==> src/rtl/reflet_mem_arbiter.sv <==
// Two-master round-robin arbiter in front of one single-port synchronous memory.
// Each grant runs IDLE -> ACCESS -> ACK, so at most one transaction completes every three cycles.
module reflet_mem_arbiter #(
  parameter int unsigned wordsize = 16,
  parameter int unsigned addrSize = 15
) (
  input  logic                clk,
  input  logic                reset,

  input  logic                m0_req,
  input  logic [addrSize-1:0] m0_addr,
  input  logic [wordsize-1:0] m0_wdata,
  input  logic                m0_we,
  output logic                m0_ack,
  output logic [wordsize-1:0] m0_rdata,

  input  logic                m1_req,
  input  logic [addrSize-1:0] m1_addr,
  input  logic [wordsize-1:0] m1_wdata,
  input  logic                m1_we,
  output logic                m1_ack,
  output logic [wordsize-1:0] m1_rdata,

  output logic                mem_enable,
  output logic [addrSize-1:0] mem_addr,
  output logic [wordsize-1:0] mem_data_out,
  output logic                mem_write_en,
  input  logic [wordsize-1:0] mem_data_in
);

  typedef enum logic [1:0] {StIdle, StAccess, StAck} state_e;

  state_e state_q;
  logic   owner_q;
  logic   last_owner_q;
  logic   we_q;
  logic   winner;

  // On a tie the master that was not served last wins.
  always_comb begin
    if (m0_req && m1_req) begin
      winner = ~last_owner_q;
    end else begin
      winner = m1_req;
    end
  end

  always_ff @(posedge clk) begin
    if (reset) begin
      state_q      <= StIdle;
      owner_q      <= 1'b0;
      last_owner_q <= 1'b1;
      we_q         <= 1'b0;
      mem_enable   <= 1'b0;
      mem_write_en <= 1'b0;
      mem_addr     <= '0;
      mem_data_out <= '0;
      m0_ack       <= 1'b0;
      m1_ack       <= 1'b0;
    end else begin
      // Memory strobes and acks are single-cycle pulses; default them low.
      mem_enable   <= 1'b0;
      mem_write_en <= 1'b0;
      mem_addr     <= '0;
      mem_data_out <= '0;
      m0_ack       <= 1'b0;
      m1_ack       <= 1'b0;
      unique case (state_q)
        StIdle: begin
          if (m0_req || m1_req) begin
            owner_q      <= winner;
            last_owner_q <= winner;
            we_q         <= winner ? m1_we : m0_we;
            mem_enable   <= 1'b1;
            mem_write_en <= winner ? m1_we : m0_we;
            mem_addr     <= winner ? m1_addr : m0_addr;
            mem_data_out <= winner ? m1_wdata : m0_wdata;
            state_q      <= StAccess;
          end
        end
        StAccess: begin
          m0_ack  <= ~owner_q;
          m1_ack  <= owner_q;
          state_q <= StAck;
        end
        StAck: begin
          state_q <= StIdle;
        end
        default: begin
          state_q <= StIdle;
        end
      endcase
    end
  end

  // Read data is forwarded straight from memory so it lines up with the ack cycle;
  // zero otherwise so both masters' buses can be OR-combined.
  assign m0_rdata = (m0_ack && !we_q) ? mem_data_in : '0;
  assign m1_rdata = (m1_ack && !we_q) ? mem_data_in : '0;

endmodule

==> config.mk <==
export PLATFORM = sky130hd
export DESIGN_NAME = reflet_mem_arbiter
export DESIGN_NICKNAME = d
export VERILOG_FILES = /design/src/rtl/reflet_mem_arbiter.sv
export SDC_FILE = /design/constraint.sdc
export NUM_CORES = 1
export LEC_CHECK = 0
export CORE_MARGIN = 4
export CORE_UTILIZATION = 31
export CTS_BUF_LIST = sky130_fd_sc_hd__clkbuf_4
export DETAILED_ROUTE_END_ITERATION = 8
export PLACE_DENSITY = 0.88
export SLEW_MARGIN = 30
export SYNTH_ARGS = -nofsm -noshare
export SYNTH_HDL_FRONTEND = slang
export SYNTH_SLANG_ARGS = --single-unit
==> constraint.sdc <==
create_clock -name clk -period 1.6 [get_ports clk]
set_input_delay 0.4 -clock clk [delete_from_list [all_inputs] [get_ports clk]]
set_output_delay 0.4 -clock clk [all_outputs]
set_load 0.1 [all_outputs]
==> results.toml <==
[timing]
post-route-worst-setup-slack_ps = -168.5
maxSlewViolCount = 0
fmax_mhz = 565.4
worst_pin_slew_ps = 261.3
setup_viol = 32
timing.final.hold_violations = 0
rsz0062_at_grt = "yes"
holdWs_ps = 456.9
skew_ps = 13.12
slew_headroom = 0.8254
fin_crit_sh = 1.105
min_period_ps = 1769

[logic_synthesis]
synth_most_common_cell = "nand2_1"
avgSynthCellArea_um2 = 8.038
yosys.area.top_type = "dfxtp_1"
yosysUniqueCellTypes = 20
ys_top_cells_by_count = "62 x nand2_1, 40 x dfxtp_1, 33 x and2_1"
synth_area_mm2 = 0.001592
synth-seq-cells = 40
synth_edf_count = 0
ys_seq_area_frac = 0.5031
synth_top_area_share = 0.5031
async_flop_share = 0
yosys_most_used_dff = "dfxtp_1"
ys_warn_count = 0
synthTopCellsByArea = "dfxtp_1 50%, nand2_1 15%, and2_1 13%, a21oi_1 10%, buf_2 3.1%"
syn_inst = 198
synth_fp_nets = 282

[worst_setup_path]
r2r_cells = 2
required_ps = 1200
crit_arrival_ps = 1370
crit_chain = "nor2b_4, buf_6, and2_4, buf_12"
path_max_fanout = 6
startpoint = "we_q"
regToRegSetupSlack_ps = 390
cpLargestDelayFamily = "flip-flops"
endpoint = "m0_rdata[14]"
path_class = "reg -> out"
path_buf_inv = 2
reg2reg_to = "last_owner_q"
path_depth = 4
startpoint_type = "flop"
max_stage_delay_ps = 390
critPathSlowestCell = "dfxtp_4"
endpoint_kind = "primary output"
r2r_start = "state_q[1]"

[clocking]
root_buffer = "clkbuf_4"
cts_tree = "built"
htreeDepth = 2
cts_buffers = 5
clk-insertion-delay-late_ps = 350
clk_path_buf_depth = 2
cts_sinks = 40
clk_pin_slew_ps = 120

[place]
gp_congestion = 0.7205
port_buffers = 150
placedCellCount = 409
dp.final_hpwl_um = 5631
placed_cell_area_mm2 = 0.003948

[die]
core_mm2 = 0.004848
ios = 151
die_area_mm2 = 0.006344
die_y_um = 79.65
initial_core_util = 0.3283
dieWidth_um = 79.65
rows = 25

[global_routing]
grt_max_degree = 35
global_route.usage.total = 0.2101
grt_pass1_wl_um = 9984
antenna_found_initial = 0
first_global_vias = 2031
grt_overflow_total = 0

[routing]
top_layer = "met4"
dr.pass1.iters = 4
drt-initial-drc-count = 59
drt_wl_total_um = 6890
ant_nets = 0
met1_length_um = 2239
vias_per_cell = 4.660
wl_met2_um = 3842
drc = 0
vias = 1962
wl_per_cell_um = 16.37
wl_met3_um = 693

[cells_and_area]
fin_cells = 421
fillerInstances = 257
final_nets = 438
antenna_cells = 0
post-route-cell-area_mm2 = 0.004074
layout-drive-gt1-share = 0.3559
syn_to_final_growth_pct = 156.0

[pwr]
powerDensity_mw_per_mm2 = 719.6
ir_worst_vdd_uv = 543.8
cellLeakagePower_nw = 1.699
p_total_mw = 2.931

[job]
maxCapViolations = 0

[outcome]
status = "complete, but fails checks"
violations = "setup timing"

[worst_hold_path]
hold_path.class = "reg -> reg"
-- worst min-delay path by stage --
stage	to	slack (ps)	from	cells after the start
after global placement	m0_ack	420	owner_q	1
after global routing	m0_ack	480	owner_q	1
after floorplan	m0_ack	400	owner_q	1
after CTS	m0_ack	460	owner_q	1
after detailed placement	m0_ack	440	owner_q	1
final	m0_ack	460	owner_q	1
-- stage by stage --
stage	util	worst slack [ps]	TNS (ps)
global placement	0.8142	-158.8	-1185
detailed placement	0.8142	-186.2	-3964
CTS	0.8390	-168.7	-4577
floorplan	-	-38.18	-1181
finish	0.8403	-168.5	-4815
global route	0.8403	-226.0	-6682
-- cell families after synthesis --
family / synth area share
multiplexers: 0.006290
flip-flops: 0.5031
AO/OA/AOI/OAI: 0.1305
AND/OR/NAND/NOR: 0.3192
buffers and inverters: 0.04089
-- metal layers --
layer / GRT usage / vias to the layer above
li1: - / 942
met5: 0 / -
met3: 0.07562 / 10
met4: 0.06529 / 0
met1: 0.1887 / 895
met2: 0.4249 / 115
-- registers in the layout, indices dropped and copies added (netlist names) --
signal	count
mem_data_out	16
mem_addr	15
state_q	2
last_owner_q	1
m0_ack	1
m1_ack	1
mem_enable	1
mem_write_en	1
owner_q	1
we_q	1
-- report_power, final --
group,switching [mW],total (mW),internal (mW)
Combinational,0.757,1.32,0.558
Clock,0.312,0.491,0.179
Sequential,0.0611,1.12,1.06
-- cell type report --
class,instances,area (um2),area share
timing repair buffer,161,2303,0.5654
sequential,40,812.0,0.1993
tap,67,83.83,0.02058
inverter,2,7.507,0.001843
clock inverter,1,5.005,0.001229
clock buffer,6,45.04,0.01106
multi-input combinational,144,817.0,0.2006
-- timing repair --
item / CTS / global route
endpoints found under the setup margin: 32 / 32
hold buffers: 0 / 0
pin swaps: 3 / 1
setup buffers: 5 / 0
resized for setup: 11 / 3
-- layout by cell type (no fill, tap or decap), types with 5 or more instances in the layout --
cell type        netlist  layout
nand2_1               62      62
and2_4                 0      29
clkdlybuf4s50_1        0      83
a21oi_1               32      32
clkbuf_4               0       6
dfxtp_1               40      37
buf_12                 0      70
buf_4                  0       5
(Power assumes the default switching activity.)
